--- src/rtl/vx_fpu_csr_bank.sv ---
// vx_fpu_csr_bank: per-warp RISC-V FPU CSRs (frm, fflags, fcsr view) with an optional fflags drain interlock.
// Latency: CSR response 1 cycle after accept; read_frm is combinational from the registers.
// Backpressure: csr_req_ready drops while a response is unconsumed, or while fflags-visible FPU ops are in flight.
//
// Ports:
//   clk, reset (async, active-low)
//   read_wid -> read_frm           : frm lookup for the FPU issue path
//   write_enable/write_wid/fflags  : sticky fflags accumulation from FPU responses
//   pend_inc/pend_dec (+_wid)      : per-warp in-flight FPU op tracking; pend_full per warp
//   csr_req_* / csr_rsp_*          : valid/ready CSR instruction port, response returns the pre-op value
// Config: `define FPU_CSR_DRAIN_EN to build the in-flight counters; without it pend_* are ignored,
//   pend_full is 0 and fflags/fcsr accesses never stall.
module vx_fpu_csr_bank #(
  parameter int NUM_WARPS = 4,
  parameter int PEND_W    = 4,
  localparam int NW_W     = (NUM_WARPS > 1) ? $clog2(NUM_WARPS) : 1
) (
  input  logic                 clk,
  input  logic                 reset,
  input  logic [NW_W-1:0]      read_wid,
  output logic [2:0]           read_frm,
  input  logic                 write_enable,
  input  logic [NW_W-1:0]      write_wid,
  input  logic [4:0]           write_fflags,
  input  logic                 pend_inc,
  input  logic [NW_W-1:0]      pend_inc_wid,
  input  logic                 pend_dec,
  input  logic [NW_W-1:0]      pend_dec_wid,
  output logic [NUM_WARPS-1:0] pend_full,
  input  logic                 csr_req_valid,
  output logic                 csr_req_ready,
  input  logic [NW_W-1:0]      csr_req_wid,
  input  logic [11:0]          csr_req_addr,
  input  logic [1:0]           csr_req_op,
  input  logic [7:0]           csr_req_data,
  output logic                 csr_rsp_valid,
  input  logic                 csr_rsp_ready,
  output logic [7:0]           csr_rsp_data
);

  localparam logic [11:0] ADDR_FFLAGS = 12'h001;
  localparam logic [11:0] ADDR_FRM    = 12'h002;
  localparam logic [11:0] ADDR_FCSR   = 12'h003;

  localparam logic [1:0] OP_WRITE = 2'b01;
  localparam logic [1:0] OP_SET   = 2'b10;
  localparam logic [1:0] OP_CLEAR = 2'b11;

  logic [2:0] frm_q    [NUM_WARPS];
  logic [4:0] fflags_q [NUM_WARPS];
  logic [4:0] fflags_nxt [NUM_WARPS];

  logic       rsp_vld_q;
  logic [7:0] rsp_dat_q;

  logic       hit_fflags;
  logic       hit_frm;
  logic       drain_stall;
  logic       req_fire;
  logic [7:0] csr_old;
  logic [7:0] csr_new;
  logic [2:0] frm_wr;

  assign hit_fflags = (csr_req_addr == ADDR_FFLAGS) || (csr_req_addr == ADDR_FCSR);
  assign hit_frm    = (csr_req_addr == ADDR_FRM)    || (csr_req_addr == ADDR_FCSR);

  assign csr_req_ready = (!rsp_vld_q || csr_rsp_ready) && !drain_stall;
  assign req_fire      = csr_req_valid && csr_req_ready;

  assign read_frm      = frm_q[read_wid];
  assign csr_rsp_valid = rsp_vld_q;
  assign csr_rsp_data  = rsp_dat_q;

  // Pre-op value, zero-extended; unmapped addresses read as 0.
  always_comb begin
    csr_old = '0;
    case (csr_req_addr)
      ADDR_FFLAGS: csr_old = {3'b000, fflags_q[csr_req_wid]};
      ADDR_FRM:    csr_old = {5'b00000, frm_q[csr_req_wid]};
      ADDR_FCSR:   csr_old = {frm_q[csr_req_wid], fflags_q[csr_req_wid]};
      default:     csr_old = '0;
    endcase
  end

  always_comb begin
    csr_new = csr_old;
    case (csr_req_op)
      OP_WRITE: csr_new = csr_req_data;
      OP_SET:   csr_new = csr_old | csr_req_data;
      OP_CLEAR: csr_new = csr_old & ~csr_req_data;
      default:  csr_new = csr_old;
    endcase
  end

  // frm sits in the low bits for the frm address but in [7:5] of the fcsr view.
  assign frm_wr = (csr_req_addr == ADDR_FCSR) ? csr_new[7:5] : csr_new[2:0];

  // A CSR update and an FPU flag commit landing on the same warp merge: flags OR on top.
  always_comb begin
    for (int w = 0; w < NUM_WARPS; w++) begin
      fflags_nxt[w] = fflags_q[w];
      if (req_fire && hit_fflags && (csr_req_wid == NW_W'(w)))
        fflags_nxt[w] = csr_new[4:0];
      if (write_enable && (write_wid == NW_W'(w)))
        fflags_nxt[w] = fflags_nxt[w] | write_fflags;
    end
  end

  always_ff @(posedge clk or negedge reset) begin
    if (!reset) begin
      for (int w = 0; w < NUM_WARPS; w++) begin
        frm_q[w]    <= '0;
        fflags_q[w] <= '0;
      end
    end else begin
      for (int w = 0; w < NUM_WARPS; w++) begin
        if (req_fire && hit_frm && (csr_req_wid == NW_W'(w)))
          frm_q[w] <= frm_wr;
        fflags_q[w] <= fflags_nxt[w];
      end
    end
  end

  // Response register holds until consumed; no new accept can overwrite it meanwhile.
  always_ff @(posedge clk or negedge reset) begin
    if (!reset) begin
      rsp_vld_q <= 1'b0;
      rsp_dat_q <= '0;
    end else if (req_fire) begin
      rsp_vld_q <= 1'b1;
      rsp_dat_q <= csr_old;
    end else if (csr_rsp_ready) begin
      rsp_vld_q <= 1'b0;
    end
  end

`ifdef FPU_CSR_DRAIN_EN
  localparam logic [PEND_W-1:0] CNT_MAX = '1;

  logic [PEND_W-1:0] cnt_q [NUM_WARPS];
  logic              same_wid_both;
  logic              inc_ovf;
  logic              dec_unf;

  always_ff @(posedge clk or negedge reset) begin
    if (!reset) begin
      for (int w = 0; w < NUM_WARPS; w++) cnt_q[w] <= '0;
    end else begin
      for (int w = 0; w < NUM_WARPS; w++) begin
        if (pend_inc && (pend_inc_wid == NW_W'(w)) &&
            !(pend_dec && (pend_dec_wid == NW_W'(w)))) begin
          if (cnt_q[w] != CNT_MAX) cnt_q[w] <= cnt_q[w] + PEND_W'(1);
        end else if (pend_dec && (pend_dec_wid == NW_W'(w)) &&
                     !(pend_inc && (pend_inc_wid == NW_W'(w)))) begin
          if (cnt_q[w] != '0) cnt_q[w] <= cnt_q[w] - PEND_W'(1);
        end
      end
    end
  end

  always_comb begin
    for (int w = 0; w < NUM_WARPS; w++) pend_full[w] = (cnt_q[w] == CNT_MAX);
  end

  // fflags must not be observed while ops that may still raise flags are in flight.
  assign drain_stall = hit_fflags && (cnt_q[csr_req_wid] != '0);

  assign same_wid_both = pend_inc && pend_dec && (pend_inc_wid == pend_dec_wid);
  assign inc_ovf = pend_inc && !same_wid_both && (cnt_q[pend_inc_wid] == CNT_MAX);
  assign dec_unf = pend_dec && !same_wid_both && (cnt_q[pend_dec_wid] == '0);

  a_pend_inc_ovf: assert property (@(posedge clk) disable iff (!reset) !inc_ovf);
  a_pend_dec_unf: assert property (@(posedge clk) disable iff (!reset) !dec_unf);
`else
  logic unused_pend;
  assign unused_pend = ^{pend_inc, pend_inc_wid, pend_dec, pend_dec_wid};
  assign pend_full   = '0;
  assign drain_stall = 1'b0;
`endif

endmodule

--- config.mk ---
export PLATFORM = sky130hd
export DESIGN_NAME = vx_fpu_csr_bank
export DESIGN_NICKNAME = d
export VERILOG_FILES = /design/src/rtl/vx_fpu_csr_bank.sv
export SDC_FILE = /design/constraint.sdc
export NUM_CORES = 1
export LEC_CHECK = 0
export CAP_MARGIN = 10
export CORE_MARGIN = 3
export CORE_UTILIZATION = 38
export DETAILED_ROUTE_END_ITERATION = 7
export MAX_ROUTING_LAYER = met4
export PLACE_DENSITY_LB_ADDON = 0.12
export RECOVER_POWER = 50
export SYNTH_ARGS = -nofsm -noshare
export SYNTH_HDL_FRONTEND = slang
export SYNTH_SLANG_ARGS = --single-unit
--- constraint.sdc ---
create_clock -name clk -period 4.25 [get_ports clk]
set_input_delay 0.85 -clock clk [delete_from_list [all_inputs] [get_ports clk]]
set_output_delay 0.85 -clock clk [all_outputs]
set_load 0.02 [all_outputs]
; ---- Word level (Yosys, flattened, before mapping)
; Cells that the tools add are included.
[totals]
regBits = 41
in_bits = 44
ram_bits = 0
mem_count = 0
latchBits = 0
rom_bits = 0
word_cells = 77
[classes]
add_sub_neg = 0
order_cmp = 2
shifts = 0
multipliers = 0
div_mod_pow = 0
n_bitwise = 9
n_eq_ne = 12
n_reduce_logical = 22
muxes = 22
[ops]
columns = cell, n
row1 = $mux W5, 10
row2 = $pmux W8 S3, 2
row3 = $eq A12 B2 Y1 const B, 2
row4 = $or A5 B5 Y5, 4
row5 = $logic_and A1 B1 Y1, 15
row6 = $mux W3, 5
row7 = $bmux W3 S2, 2
row8 = $eq A12 B1 Y1 const B, 1
row9 = $eq A2 B2 Y1 const B, 6
row10 = $bmux W5 S2, 1
row11 = $and A8 B8 Y8, 1
row12 = $not A8 Y8, 1
row13 = $or A8 B8 Y8, 1
row14 = $eq A2 B1 Y1 const B, 3
row15 = $ge A3 B3 Y1 const B, 2
row16 = $not A2 Y3, 2
row17 = $logic_not A2 Y1, 2
row18 = $logic_or A1 B1 Y1, 3
row19 = $mux W1, 2
row20 = $reduce_bool A2 Y1, 1
row21 = $logic_not A1 Y1, 1

; ---- Longest topological paths before layout
[logic_depth]
depth_word = 10
mapped_depth = 7

; ---- Worst setup path before layout
; Ideal clock, no wire load.
[synth_timing]
path_kind = in2reg
from = input csr_req_addr[9]
to = register fflags_q[0] (netlist name)
t_arrival_ns = 2.259
t_required_ns = 4.112
n_path_buf = 1
cell_stages = 6
path_slack_ns = 1.853
setup_time_ns = 0.138
cell_sequence = nor4_4 > nand3_4 > or4_4 > buf_6 > a22oi_1 > o31ai_1
[synth_lines]
columns = element, line_no
row1 = from (decl), 33  ; input logic [11:0] csr_req_addr,
row2 = "to (signal, indexed assignment)", 119  ; fflags_q[w] <= fflags_nxt[w];
row3 = to (decl), 50  ; logic [4:0] fflags_q [NUM_WARPS];

; ---- Final worst setup path
[layout_timing]
from = input read_wid[0]
to = output read_frm[2]
[layout_between]
elab_chain_cells = 4
[layout_rtl]
columns = element, line_no
row1 = from (decl), 20  ; input logic [NW_W-1:0] read_wid,
row2 = $not A2 Y3 (not written as such), 70  ; assign read_frm = frm_q[read_wid];
row3 = $bmux W3 S2, 70
row4 = $mux W3 (not written as such) (2 in series), 70
row5 = to (decl), 21  ; output logic [2:0] read_frm,
; No other way between the ends. The select of a mux whose other input is x is not followed.

==> flow_summary.ini <==
[power_and_ir_drop]
total_power_mw = 0.810
p_per_area_nw_per_um2 = 259
peakVddDrop_mv = 0.108
p_leak_nw = 1.19

[synth]
yosys_warnings = 0
syn_avg_cell_area_sq_um = 9.87
syn_area_sq_um = 2560
ys_types = 40
synth_edf_count = 0
synth_seq_cells = 41
ys_seq_area_share_pct = 40.1
netlist_instances = 259
async_flop_share_pct = 100
synth_flop_cell = dfrtp_1

[detailed_routing]
num_vias = 2224
met3_length_um = 346
wirelength_mm = 6.93
drc = 0
drtAntennaViolNets = 0
firstDrtPassIters = 4
met2WireLength_mm = 3.20
viasPerCell = 5.88
wire_per_inst_um = 18.3
wl_met1_mm = 3.29
highest_layer = met4
first_iter_violations = 146

[final_layout]
nNetsFinal = 344
final_area_sq_um = 3130
diodes = 0
finalCoreUtilization_pct = 48.7
final_common_cell = clkdlybuf4s50_1
layout_common_cells = clkdlybuf4s50_1 (43), dfrtp_1 (41), nand2_1 (37)
area_delta_synth_final_pct = 22.2
drive_gt1_share_pct = 8.64

[global_route]
track_usage_pct = 19.8
antenna_found_initial = 0
grt_pass1_wl_mm = 11.4
grt_pass1_vias = 2190
grt.overflow.total = 0
grt_max_degree = 42

[status]
violations = capacitance limit, slew limit
outcome = finished with violations

[setup_path]
worstSetupPathType = input pin to output pin
rrSetupSlack_ns = 2.16
timing.rr.end = fflags_q[12]
start_kind = input pin
crit_fanout = 3
required_ns = 3.40
r2r-start = frm_q[2]
rr_worst_depth = 5
cp.arrival_ns = 2.50
crit_path_end_kind = output pin

[sta]
finalCritPeriodShare_pct = 78.8
relSlewSlack_pct = -54.3
rsz0062_at_grt = no
worst_slew_pin_slew_ns = 2.31
final_max_slew_viol_count = 42
skew_ns = 0.00823
tns_ns = 0
min_period_ns = 3.35
final-hold-violation-count = 0
setup_viol = 0
fmax_ghz = 0.299
whs_ns = 0.479

[placed_design]
portBuffers = 50
gp_congestion = 0.828
dpl.hpwl_mm = 5.08
placed_cell_area_sq_um = 3040

[clock_tree]
cts-resized-gates = 0
cts_root_buf = clkbuf_8
clock_sinks = 41
cts_setup_buffers = 0
cts.reportedPaths.clkPinSlew_ns = 0.08
cts_tree = done
cts_hold_buf = 0
clock_latency_ns = 0.30
clockBufferDepth = 2
h-tree-depth = 2
numCtsBuffers = 5

[hold_path]
min_path_cells = 2
min_from = csr_rsp_data[5]
hold_end = csr_rsp_data[5]
hp-class = flop to flop

[run]
drv_cap = 1

[die]
initial_utilization_pct = 39.8
fp.dieH_um = 88.0
die-area_sq_um = 7750
core_area_sq_um = 6420
rows = 29
io-pin-count = 61
die_x_um = 88.0
[area by class of cell]
cell class	instances	area, sq um
Clock buffer	6	72.6
Clock inverter	2	15.0
Fill cell	649	3300
Inverter	1	3.75
Multi-Input combinational cell	200	1410
Sequential cell	41	1030
Tap cell	77	96.3
Timing Repair Buffer	51	502
[per-stage QoR]
step | instances | setup WS, ns
2_1_floorplan | 262 | 1.85
3_3_place_gp | 370 | 0.890
3_5_place_dp | 370 | 0.894
4_1_cts | 378 | 0.890
5_1_grt | 378 | 0.830
6_report | 378 | 0.902
[critical path, stage by stage]
cell and delay [ns]:
clkdlybuf4s50_1 0.58, mux4_2 0.52, clkdlybuf4s50_1 0.55
[cell usage after synthesis (all sizes together), types with 4 or more instances]
master	instances	area, sq um
o21ai	26	130
and2	4	25.0
a22oi	17	128
a211oi	9	67.6
nand3	8	52.6
mux2	4	45.0
nor2	7	26.3
mux2i	10	100
nand2b	5	31.3
o31ai	26	195
buf	11	95.1
nand2	37	139
clkbuf	9	33.8
or4	4	45.0
mux4	6	135
dfrtp	41	1030
[state kept, by name, summed over array words and instances (netlist names)]
register and cells:
fflags_q 20, frm_q 12, csr_rsp_data 8, csr_rsp_valid 1
[report_power, final]
part	internal, mW	switching (mW)	total, mW	leakage [nW]
combinational	0.0635	0.0796	0.143	0.680
sequential	0.401	0.00581	0.407	0.470
clock	0.116	0.144	0.260	0.0374
total	0.580	0.230	0.810	1.19
[layer usage]
layer  global-route usage [%]  up-vias
met1                     26.7     1077
met4                     4.81        0
li1                         -     1079
met2                     31.4       61
met5                        -        -
met3                     3.20        7
[worst max-delay path by stage]
stage	start	end	depth (start not counted)
after global routing	read_wid[0]	read_frm[2]	3
after detailed placement	read_wid[0]	read_frm[1]	3
after floorplan	csr_req_addr[9]	fflags_q[0]	6
after CTS	read_wid[0]	read_frm[1]	3
after global placement	read_wid[0]	read_frm[2]	3
final	read_wid[0]	read_frm[2]	3
[kinds of logic after synthesis]
| group | after synthesis | share of synthesized area, % |
|---|---|---|
| other | 1 | 0.147 |
| muxes | 20 | 11.0 |
| buffers and inverters | 21 | 5.19 |
| and+or+nand+nor | 81 | 18.0 |
| AOI/OAI and AO/OA | 95 | 25.6 |
| DFF | 41 | 40.1 |
(Power assumes the default switching activity.)
